`src/rtl/uart8_tx_buffered.sv`:
```
// ============================================================================
// uart8_tx_buffered : 8N1 UART transmitter fed by a small byte FIFO
// Revision: 1.0
// ============================================================================
`default_nettype none

module uart8_tx_buffered #(
  parameter int CLOCK_RATE = 12000000,
  parameter int BAUD_RATE  = 9600,
  parameter int FIFO_DEPTH = 4
) (
  input  logic                              clk,
  input  logic                              reset,
  input  logic                              txEn,
  input  logic                              wrEn,
  input  logic [7:0]                        in,
  output logic                              out,
  output logic                              txBusy,
  output logic                              txDone,
  output logic                              full,
  output logic                              empty,
  output logic [$clog2(FIFO_DEPTH+1)-1:0]   count
);

  localparam int CLKS_PER_BIT = CLOCK_RATE / BAUD_RATE;
  localparam int CW   = (CLKS_PER_BIT > 2) ? $clog2(CLKS_PER_BIT) : 1;
  localparam int AW   = (FIFO_DEPTH > 2) ? $clog2(FIFO_DEPTH) : 1;
  localparam int CNTW = $clog2(FIFO_DEPTH + 1);
  localparam logic [CW-1:0]   LAST_CLK  = CW'(CLKS_PER_BIT - 1);
  localparam logic [CNTW-1:0] FULL_CNT  = CNTW'(FIFO_DEPTH);

  generate
    if (CLKS_PER_BIT < 2) begin : g_bad_clks_per_bit
      $error("uart8_tx_buffered: CLOCK_RATE/BAUD_RATE must be at least 2");
    end
    if ((FIFO_DEPTH < 2) || ((FIFO_DEPTH & (FIFO_DEPTH - 1)) != 0)) begin : g_bad_fifo_depth
      $error("uart8_tx_buffered: FIFO_DEPTH must be a power of two, at least 2");
    end
  endgenerate

  typedef enum logic [1:0] {
    ST_IDLE  = 2'd0,
    ST_START = 2'd1,
    ST_DATA  = 2'd2,
    ST_STOP  = 2'd3
  } state_t;

  state_t          r_state;
  logic [CW-1:0]   r_clk_cnt;
  logic [2:0]      r_bit_idx;
  logic [7:0]      r_shift;
  logic            r_out;
  logic            r_busy;
  logic            r_done;

  logic [7:0]      r_mem [FIFO_DEPTH];
  logic [AW-1:0]   r_wr_ptr;
  logic [AW-1:0]   r_rd_ptr;
  logic [CNTW-1:0] r_count;
  logic            r_full;
  logic            r_empty;

  logic            w_stop_last;
  logic            w_pop;
  logic            w_push;
  logic [CNTW-1:0] w_count_nxt;
  logic            w_line;

  // A pop only launches a frame, so it is tied to the two transitions into START.
  assign w_stop_last = (r_state == ST_STOP) && (r_clk_cnt == LAST_CLK);
  assign w_pop       = txEn && !r_empty && ((r_state == ST_IDLE) || w_stop_last);
  assign w_push      = wrEn && (!r_full || w_pop);
  assign w_count_nxt = r_count + CNTW'(w_push) - CNTW'(w_pop);

  always_comb begin
    w_line = 1'b1;
    case (r_state)
      ST_START: w_line = 1'b0;
      ST_DATA:  w_line = r_shift[0];
      default:  w_line = 1'b1;
    endcase
  end

  always_ff @(posedge clk) begin
    if (w_push) begin
      r_mem[r_wr_ptr] <= in;
    end
  end

  always_ff @(posedge clk or posedge reset) begin
    if (reset) begin
      r_wr_ptr <= '0;
      r_rd_ptr <= '0;
      r_count  <= '0;
      r_full   <= 1'b0;
      r_empty  <= 1'b1;
    end else begin
      if (w_push) begin
        r_wr_ptr <= r_wr_ptr + AW'(1);
      end
      if (w_pop) begin
        r_rd_ptr <= r_rd_ptr + AW'(1);
      end
      r_count <= w_count_nxt;
      r_full  <= (w_count_nxt == FULL_CNT);
      r_empty <= (w_count_nxt == '0);
    end
  end

  // Line outputs trail the state by one register, so out, txBusy and txDone stay aligned.
  always_ff @(posedge clk or posedge reset) begin
    if (reset) begin
      r_state   <= ST_IDLE;
      r_clk_cnt <= '0;
      r_bit_idx <= '0;
      r_shift   <= '0;
      r_out     <= 1'b1;
      r_busy    <= 1'b0;
      r_done    <= 1'b0;
    end else begin
      r_out  <= w_line;
      r_busy <= (r_state != ST_IDLE);
      r_done <= w_stop_last;
      case (r_state)
        ST_IDLE: begin
          if (w_pop) begin
            r_shift   <= r_mem[r_rd_ptr];
            r_clk_cnt <= '0;
            r_state   <= ST_START;
          end
        end
        ST_START: begin
          if (r_clk_cnt == LAST_CLK) begin
            r_clk_cnt <= '0;
            r_bit_idx <= '0;
            r_state   <= ST_DATA;
          end else begin
            r_clk_cnt <= r_clk_cnt + CW'(1);
          end
        end
        ST_DATA: begin
          if (r_clk_cnt == LAST_CLK) begin
            r_clk_cnt <= '0;
            r_shift   <= {1'b0, r_shift[7:1]};
            if (r_bit_idx == 3'd7) begin
              r_state <= ST_STOP;
            end else begin
              r_bit_idx <= r_bit_idx + 3'd1;
            end
          end else begin
            r_clk_cnt <= r_clk_cnt + CW'(1);
          end
        end
        ST_STOP: begin
          if (r_clk_cnt == LAST_CLK) begin
            r_clk_cnt <= '0;
            if (w_pop) begin
              r_shift <= r_mem[r_rd_ptr];
              r_state <= ST_START;
            end else begin
              r_state <= ST_IDLE;
            end
          end else begin
            r_clk_cnt <= r_clk_cnt + CW'(1);
          end
        end
        default: begin
          r_state <= ST_IDLE;
        end
      endcase
    end
  end

  assign out    = r_out;
  assign txBusy = r_busy;
  assign txDone = r_done;
  assign full   = r_full;
  assign empty  = r_empty;
  assign count  = r_count;

endmodule

`default_nettype wire
```
`config.mk`:
```
export PLATFORM = sky130hd
export DESIGN_NAME = uart8_tx_buffered
export DESIGN_NICKNAME = d
export VERILOG_FILES = /design/src/rtl/uart8_tx_buffered.sv
export SDC_FILE = /design/constraint.sdc
export NUM_CORES = 1
export LEC_CHECK = 0
export CAP_MARGIN = 20
export CORE_MARGIN = 2
export CORE_UTILIZATION = 45
export DETAILED_ROUTE_END_ITERATION = 10
export GPL_TIMING_DRIVEN = 1
export PLACE_DENSITY = 0.64
export RECOVER_POWER = 25
export REMOVE_ABC_BUFFERS = 1
export SLEW_MARGIN = 10
export SYNTH_ARGS = -nofsm -noshare
export SYNTH_HDL_FRONTEND = slang
export SYNTH_SLANG_ARGS = --single-unit
export TNS_END_PERCENT = 5
```
`constraint.sdc`:
```
create_clock -name clk -period 3.9 [get_ports clk]
set_input_delay 0.78 -clock clk [delete_from_list [all_inputs] [get_ports clk]]
set_output_delay 0.78 -clock clk [all_outputs]
set_load 0.02 [all_outputs]
```
==> results of run 1 <==
-- registers in the layout, indices dropped and copies added (netlist names), 2 cells and up --
signal,flops
r_wr_ptr,2
r_state,2
r_shift,8
r_clk_cnt,11
r_mem,32
count,3
r_rd_ptr,2
r_bit_idx,3
-- cell usage in the layout (no fill, tap or decap), types with 2 or more instances in the layout --
| cell type | Yosys | layout |
|---|---|---|
| a21oi_1 | 2 | 2 |
| o31ai_1 | 4 | 4 |
| mux4_2 | 8 | 8 |
| edfxtp_1 | 32 | 32 |
| or3_1 | 2 | 2 |
| a22oi_1 | 2 | 2 |
| xnor2_1 | 3 | 3 |
| dfstp_2 | 2 | 2 |
| nor3_1 | 4 | 4 |
| buf_4 | 0 | 4 |
| clkdlybuf4s50_1 | 0 | 10 |
| nor2_1 | 16 | 16 |
| clkinvlp_4 | 0 | 3 |
| a22o_1 | 4 | 4 |
| o21ai_0 | 22 | 22 |
| ha_1 | 14 | 14 |
| dfrtp_1 | 34 | 34 |
| o41a_2 | 3 | 3 |
| o41a_1 | 2 | 2 |
| nand3_1 | 8 | 8 |
| o311a_2 | 4 | 4 |
| clkbuf_8 | 0 | 10 |
| xor2_1 | 5 | 5 |
| nand4_1 | 2 | 2 |
| dlygate4sd3_1 | 0 | 9 |
| and2_2 | 4 | 4 |
| inv_1 | 14 | 14 |
| and2_1 | 5 | 5 |
| nand2_1 | 19 | 19 |
| bufinv_16 | 0 | 2 |
-- cell type report --
class                      instances  area share
multi-input combinational        156      0.3338
timing repair buffer              23     0.05910
clock inverter                     6     0.02351
tap                               96     0.03224
clock buffer                      10     0.03694
inverter                          14     0.01410
sequential                        68      0.5003
-- final timing paths --
check	to	startpoint	slack (ns)
setup / recovery	full	r_clk_cnt[2]	0.72
hold / removal	r_shift[7]	r_shift[7]	0.49
setup reg to reg	full	r_clk_cnt[2]	0.72
hold reg to reg	r_shift[7]	r_shift[7]	0.49
max in group asynchronous	out	reset	2.12
min in group asynchronous	count[0]	reset	1.00
-- worst max-delay path, delay by kind of cell (launching register included) --
kind	cells	cell delay (ns)
adders and majority gates	3	0.83
buffers and inverters	2	0.10
AOI/OAI and AO/OA	2	0.34
xor gates and xnor gates	1	0.23
DFF	1	0.42
and+or+nand+nor	3	1.17
-- stage by stage --
stage	area (um^2)	std cells	setup slack (ns)	total power, mW
after floorplan	3161	238	0.4420	1.864
after global placement	3501	357	0.5543	2.152
after detailed placement	3501	357	0.4874	2.163
after CTS	3726	373	0.7027	2.811
after global routing	3726	373	0.5305	2.975
final	3726	373	0.7160	2.778
-- per-layer routing --
| metal | track usage | vias to the layer above | share of wire |
|---|---|---|---|
| met2 | 0.2266 | 30 | 0.45 |
| met1 | 0.2097 | 962 | 0.49 |
| met3 | 0.04944 | 11 | 0.035 |
| met4 | 0.08540 | 0 | 0.024 |
| li1 | - | 967 | - |
| met5 | 0 | - | 0 |
-- power by group through the flow --
stage | logic [mW] | clock network, mW | registers (mW)
final | 1.03 | 0.642 | 1.11
after floorplan | 0.739 | 0 | 1.13
after CTS | 1.04 | 0.658 | 1.11
after global routing | 1.15 | 0.690 | 1.14
after detailed placement | 1.04 | 0 | 1.13
after global placement | 1.03 | 0 | 1.12
-- kinds of logic after synthesis --
kind of cell | share of synthesized area
xor gates and xnor gates | 0.02171
and+or+nand+nor | 0.1081
adders and majority gates | 0.06047
AOI/OAI and AO/OA | 0.1310
DFF | 0.5775
buffers and inverters | 0.03721
muxes | 0.06395
==> impl_metrics.toml, run 1 <==
[synth]
synth_most_common_cell = "dfrtp_1"
ys_ff_latch = 68
synth.yosys.warnings = 0
postSynth.topFlopCell = "dfrtp_1"
postSynthCellCount = 248
post-synth-top-area-fraction = 0.2977
syn_area_per_cell_um2 = 13.02
synth_cell_types = 50
yosys-top-cells-count = "34 x dfrtp_1, 32 x edfxtp_1, 22 x o21ai_0"
netlist_top_cells_area = "edfxtp_1 30%, dfrtp_1 26%, mux4_2 5.6%"
post-synth-top-area-cell = "edfxtp_1"
share_of_synthesized_area_occupied_by_flip_flops_and_latches = 0.5775
synth_enable_flop_cells = 32
synth-async-reset-ratio = 0.5294
synthesized_cell_area_um2 = 3228

[status]
status = "finished clean"

[timing]
timing_max_transition_violations_final = 0
rsz0062_at_grt = "no"
finalSetupViolations = 0
final.setup.tns_ns = 0
post-route-min-period_ns = 3.184
fmaxAchievable_mhz = 314.1
finalHoldViolCount = 0
max_slew_margin = 0.5038
worstMarginPinSlew_ns = 0.7435
fin_worst_skew_ns = 0.005825
final_min_period_over_clock_period = 0.8164
hold-worst-slack_ns = 0.4921

[floorplan]
start_util = 0.4699
die_area_um2 = 7867
fp.dieW_um = 88.70
floorplan.die.height_um = 88.70
placement_rows = 30
io-pin-count = 20
core_region_area_um2 = 6869

[clock_network]
cts_repair_resize_count = 0
post_cts_buffers = 0
clkTransAtPathRegs_ns = 0.07
clock_tree.htree_level_count = 3
cts_made_buffers = 9
cts_tree = "built"
hold_bufs_inserted_after_cts = 0
cts_root_buffer = "clkbuf_8"
cts_buffer_depth = 2
worst_skew_pair_later_pin_latency_ns = 0.35
numClockSinks = 68

[route]
drt_pass1_iterations = 4
routed_wirelength_mm = 5.392
initialDrtViolationCount = 101
final_antenna_net_count = 0
routed-via-count = 1970
routed_vias_inst = 5.282
detail_route.drc_violations = 0
avgRoutedWirePerCell_um = 14.46

[final_layout]
area_delta_synth_final_pct = 15.43
num_antenna_cells = 0
register_area_um2 = 1864
layout-drive-gt1-share = 0.1841
multi_input_area_um2 = 1244
finalCoreUtilization = 0.5424
nets = 299
layout.filler_cells = 585

[critical_path]
crit_slowest_cell = "or4b_4"
arrival_ns = 3.45
critPathLaunchType = "flip-flop"
worstSetupEndpointType = "flip-flop"
timing.reg2reg.worst_path_depth = 11
path_max_fanout = 7
critical_path_required_ns = 4.16
path_cells = "or4b_4 > or3_1 > o21ai_4 > o21a_4 > inv_1 > ha_1 > inv_1 > ha_1 > fa_1 > xnor2_1 > nor3b_1"
critPathKind = "flip-flop to flip-flop"
critPathMaxStageDelay_ns = 0.56

[power_and_ir_drop]
power_per_cell_area_nw_per_um2 = 745.5
switchingPower_mw = 0.9510
p_seq_frac = 0.399
internal_power_mw = 1.827
comb_power_share = 0.370
switching_power_as_a_share_of_total_power = 0.3423
cellLeakagePower_nw = 1.424
p_clk_frac = 0.231
ir_worst_vdd_mv = 0.3046

[place]
place_hpwl_mm = 3.688
port_buffers = 19
weighted_congestion_reported_at_the_end_of_routability_driven_placement = 0.7625

[flow_run]
timing.max_cap.violations = 0

[global_routing]
via_count_of_the_first_global_routing_pass = 1908
grt_pass1_wl_mm = 9.039
global_route.overflow_total = 0
initial_antenna_violation_count = 0
grtUsageTotal = 0.1564
grt_max_degree = 20

[min_path]
timing.hold.worst_path_depth = 1
hp-class = "flip-flop to flip-flop"
Note: power is estimated with default switching activity, not from simulation.
==> run 2, diff against run 1 <==
Settings changed: PLACE_DENSITY 0.64 to 0.67.
Clock period 3.9 ns to 2.71 ns, I/O delays scaled along.
==> impl_metrics.toml, run 2 (same netlist as run 1, synthesis figures left out) <==
[final_layout]
largest_registers = "r_mem x32, r_clk_cnt x11, r_shift x8"
number_of_flip_flops_in_the_largest_register = 32
nets = 317
final_common_cell = "dfrtp_1"
finalCoreUtilization = 0.5716
num_antenna_cells = 0
final_cell_mix = "34 x dfrtp_1, 32 x edfxtp_1, 22 x o21ai_0"
max_flop_register = "r_mem"
layout-drive-gt1-share = 0.2610
area_delta_synth_final_pct = 21.63

[timing]
max_slew_margin = 0.3913
finalHoldViolCount = 0
worstMarginPinSlew_ns = 0.9130
fin_ws_ns = -0.2348
rsz0062_at_grt = "yes"
final_min_period_over_clock_period = 1.087
fin_worst_skew_ns = 0.008272
fmaxAchievable_mhz = 339.6
finalSetupViolations = 4
post-route-min-period_ns = 2.945
timing_max_transition_violations_final = 0

[clock_network]
cts_buffer_depth = 2
cts_root_buffer = "clkbuf_8"
post_cts_buffers = 0
clock_tree.htree_level_count = 3
cts_made_buffers = 9
worst_skew_pair_later_pin_latency_ns = 0.34
hold_bufs_inserted_after_cts = 0
clkTransAtPathRegs_ns = 0.07
cts_tree = "built"
numClockSinks = 68

[route]
routed_vias_inst = 5.164
drt_pass1_iterations = 4
routed-via-count = 2019
detail_route.drc_violations = 0
final_antenna_net_count = 0
avgRoutedWirePerCell_um = 14.43
initialDrtViolationCount = 123
routed_wirelength_mm = 5.642

[floorplan]
fp.dieW_um = 88.70
floorplan.die.height_um = 88.70
io-pin-count = 20
placement_rows = 30
core_region_area_um2 = 6869
start_util = 0.4699
die_area_um2 = 7867

[critical_path]
critical_path_required_ns = 2.97
worstSetupEndpointType = "flip-flop"
crit_slowest_cell = "or4b_4"
timing.critical_path.buf_inv = 2
critPathLaunchType = "flip-flop"
critPathMaxStageDelay_ns = 0.54
arrival_ns = 3.21
path_max_fanout = 3
crit-reg2reg-launch = "r_clk_cnt[2]"
worstSetupStartpoint = "r_clk_cnt[2]"
path_cells = "or4b_4 > or3_4 > o21ai_4 > o21a_4 > inv_2 > ha_4 > inv_2 > ha_4 > fa_2 > xnor2_2 > nor3b_2"
critPathKind = "flip-flop to flip-flop"
top_cell_family_by_delay_on_the_critical_path = "simple AND/OR/NAND/NOR gates"

[power_and_ir_drop]
totalPowerFinal_mw = 4.246
power_per_cell_area_nw_per_um2 = 1081
ir_worst_vdd_mv = 0.5217
cellLeakagePower_nw = 1.533

[global_routing]
grt_max_degree = 37
global_route.overflow_total = 0
grt_pass1_wl_mm = 9.832
grtUsageTotal = 0.1667
via_count_of_the_first_global_routing_pass = 2045
initial_antenna_violation_count = 0

[place]
place_hpwl_mm = 3.824
port_buffers = 19
weighted_congestion_reported_at_the_end_of_routability_driven_placement = 0.8381

[status]
failed_checks = "negative setup slack"
status = "finished, violations left"

[min_path]
hold_startpoint = "r_shift[7]"
hp-class = "flip-flop to flip-flop"

[flow_run]
timing.max_cap.violations = 0
-- run 2: changes by cell type in the layout (fill, tap and decap cells not counted), moves of 2 or more --
cell / before / now
buf_4: 4 / 20
ha_1: 14 / 12
clkinvlp_4: 3 / 1
ha_4: 0 / 2
inv_2: 0 / 2
inv_1: 14 / 12
-- run 2: per-layer routing --
metal  track usage  share of wire
met2        0.2544           0.49
met5             0              0
met3       0.04478          0.042
met4       0.08127          0.027
met1        0.2212           0.44
-- run 2: path summary, 6_finish.rpt --
path / end / slack, ns / cells past startpoint
min reg2reg: r_shift[7] / 0.51 / 1
min: r_shift[7] / 0.51 / 1
max: full / -0.23 / 11
max in group asynchronous: r_shift[2] / 1.22 / 3
max reg2reg: full / -0.23 / 11
min in group asynchronous: count[0] / 0.92 / 3
-- run 2: power breakdown --
| part | leakage [nW] | internal, mW | switching (mW) |
|---|---|---|---|
| sequential | 0.749 | 1.38 | 0.201 |
| clock | 0.117 | 0.607 | 0.373 |
| combinational | 0.668 | 0.843 | 0.844 |
| total | 1.53 | 2.83 | 1.42 |
-- run 2: metrics by stage --
step	hold slack, ns	instances	area, um^2	setup WS, ns	TNS [ns]
floorplan	0.4662	238	3161	-0.7480	-2.602
global placement	0.4749	375	3636	-0.2699	-0.5935
detailed placement	0.4903	375	3636	-0.3499	-0.8336
CTS	0.5063	391	3929	-0.1905	-0.3250
global route	0.5309	391	3926	-0.3711	-0.9884
finish	0.5071	391	3926	-0.2348	-0.5035
-- run 2: what timing repair did --
action | 4_1_cts | 5_1_grt
gates resized for setup | 11 | 0
cloned | 0 | 0
pin swaps | 1 | 0
setup endpoints to repair | 4 | 4
-- run 2: final cells by class --
class                      count  area, um^2
clock buffer                   9       123.9
clock inverter                 7       115.1
fill                         565        2943
inverter                      14       52.55
multi-input combinational    156        1294
sequential                    68        1864
tap                           96       120.1
timing repair buffer          41       356.6
==> run 3, diff against run 2 <==
Settings changed: CORE_ASPECT_RATIO set to 0.7.
==> impl_metrics.toml, run 3 (same netlist as run 1, synthesis figures left out) <==
[status]
failed_checks = "negative setup slack"
status = "finished, violations left"

[critical_path]
critical_path_required_ns = 2.97
timing.critical_path.buf_inv = 2
arrival_ns = 3.15
critPathLaunchType = "flip-flop"
top_cell_family_by_delay_on_the_critical_path = "simple AND/OR/NAND/NOR gates"
critPathKind = "flip-flop to flip-flop"
path_max_fanout = 3
worstSetupEndpointType = "flip-flop"
reg2reg_slack_ns = -0.18
crit_slowest_cell = "or4b_4"
critPathMaxStageDelay_ns = 0.54
path_cells = "or4b_4 > or3_4 > o21ai_4 > o21a_4 > inv_2 > ha_4 > inv_2 > ha_4 > fa_2 > xnor2_2 > nor3b_2"

[route]
routed_wirelength_mm = 5.859
final_antenna_net_count = 0
drt_pass1_iterations = 4
routed_vias_inst = 5.285
detail_route.drc_violations = 0
routed-via-count = 2061
avgRoutedWirePerCell_um = 15.02
initialDrtViolationCount = 107

[power_and_ir_drop]
ir_worst_vdd_mv = 0.6106
cellLeakagePower_nw = 1.524
totalPowerFinal_mw = 4.173
power_per_cell_area_nw_per_um2 = 1071

[final_layout]
final_common_cell = "dfrtp_1"
area_delta_synth_final_pct = 20.70
finalCoreUtilization = 0.5688
layout-drive-gt1-share = 0.2568
number_of_flip_flops_in_the_largest_register = 32
final_cell_mix = "34 x dfrtp_1, 32 x edfxtp_1, 22 x o21ai_0"
nets = 318
layout.filler_cells = 549
postLayoutCellArea_um2 = 3896
num_antenna_cells = 0
largest_registers = "r_mem x32, r_clk_cnt x11, r_shift x8"
max_flop_register = "r_mem"

[flow_run]
timing.max_cap.violations = 0

[floorplan]
floorplan.die.height_um = 74.86
fp.dieW_um = 105.2
io-pin-count = 20
placement_rows = 25
die_area_um2 = 7878
start_util = 0.4712
core_region_area_um2 = 6850

[place]
place_hpwl_mm = 4.086
weighted_congestion_reported_at_the_end_of_routability_driven_placement = 0.7537
detailed_place.area_um2 = 3633
port_buffers = 19

[timing]
post-route-min-period_ns = 2.888
finalSetupViolations = 4
fmaxAchievable_mhz = 346.3
fin_ws_ns = -0.1776
rsz0062_at_grt = "yes"
final_min_period_over_clock_period = 1.066
final.setup.tns_ns = -0.4625
finalHoldViolCount = 0
max_slew_margin = 0.4106
fin_worst_skew_ns = 0.007483
timing_max_transition_violations_final = 0
worstMarginPinSlew_ns = 0.8841

[global_routing]
global_route.overflow_total = 0
via_count_of_the_first_global_routing_pass = 2058
grt_pass1_wl_mm = 9.922
initial_antenna_violation_count = 0
grtUsageTotal = 0.1688
grt_max_degree = 37

[clock_network]
cts_tree = "built"
clkTransAtPathRegs_ns = 0.07
worst_skew_pair_later_pin_latency_ns = 0.35
cts_root_buffer = "clkbuf_8"
numClockSinks = 68
cts_buffer_depth = 2
clock_tree.htree_level_count = 3
cts_made_buffers = 9

[min_path]
hp-class = "flip-flop to flip-flop"
## run 3: layout make-up
class | count | area, um^2 | area share
Sequential cell | 68 | 1864 | 0.4785
Multi-Input combinational cell | 156 | 1289 | 0.3308
Inverter | 14 | 52.55 | 0.01349
Timing Repair Buffer | 42 | 364.1 | 0.09345
Clock inverter | 5 | 77.57 | 0.01991
Tap cell | 94 | 117.6 | 0.03019
Clock buffer | 11 | 131.4 | 0.03372
## run 3: metal layers
layer	global-route usage	part of all wire	wire length (um)	vias to the layer above
li1	-	-	-	1009
met1	0.2295	0.50	2921	987
met2	0.2552	0.43	2520	57
met3	0.06147	0.055	324	8
met4	0.05778	0.016	92	0
met5	0	0	0	-
## run 3: metrics by stage
step                instances  hold WS, ns  setup slack [ns]
floorplan                 238       0.4662           -0.7480
global placement          373       0.4750           -0.3261
detailed placement        373       0.5046           -0.4220
CTS                       390       0.5207           -0.1693
global route              390       0.5514           -0.2820
finish                    390       0.5117           -0.1776
## run 3: power breakdown
group | switching (mW) | total (mW) | internal, mW
registers | 0.192 | 1.57 | 1.38
clock network | 0.365 | 0.880 | 0.515
logic | 0.863 | 1.72 | 0.859
total | 1.42 | 4.17 | 2.75
## run 3: timing repair
| action | CTS | global route |
|---|---|---|
| hold buffers | 0 | 0 |
| pin swaps | 1 | 0 |
| setup endpoints to repair | 4 | 4 |
| buffers inserted | 1 | 0 |
| gates resized for setup | 10 | 0 |
## run 3: path summary, 6_finish.rpt
check	from	to	cells past startpoint
max	r_clk_cnt[2]	full	11
min	r_shift[5]	r_shift[5]	1
max reg2reg	r_clk_cnt[2]	full	11
min reg2reg	r_shift[5]	r_shift[5]	1
max in group asynchronous	reset	r_shift[3]	3
min in group asynchronous	reset	r_wr_ptr[1]	3
## run 3: worst register-to-register path: stages (launching register included)
cell	delay [ns]
dfrtp_1	0.39
or4b_4	0.54
or3_4	0.40
o21ai_4	0.16
o21a_4	0.14
inv_2	0.04
ha_4	0.25
inv_2	0.04
ha_4	0.15
fa_2	0.34
xnor2_2	0.17
nor3b_2	0.19
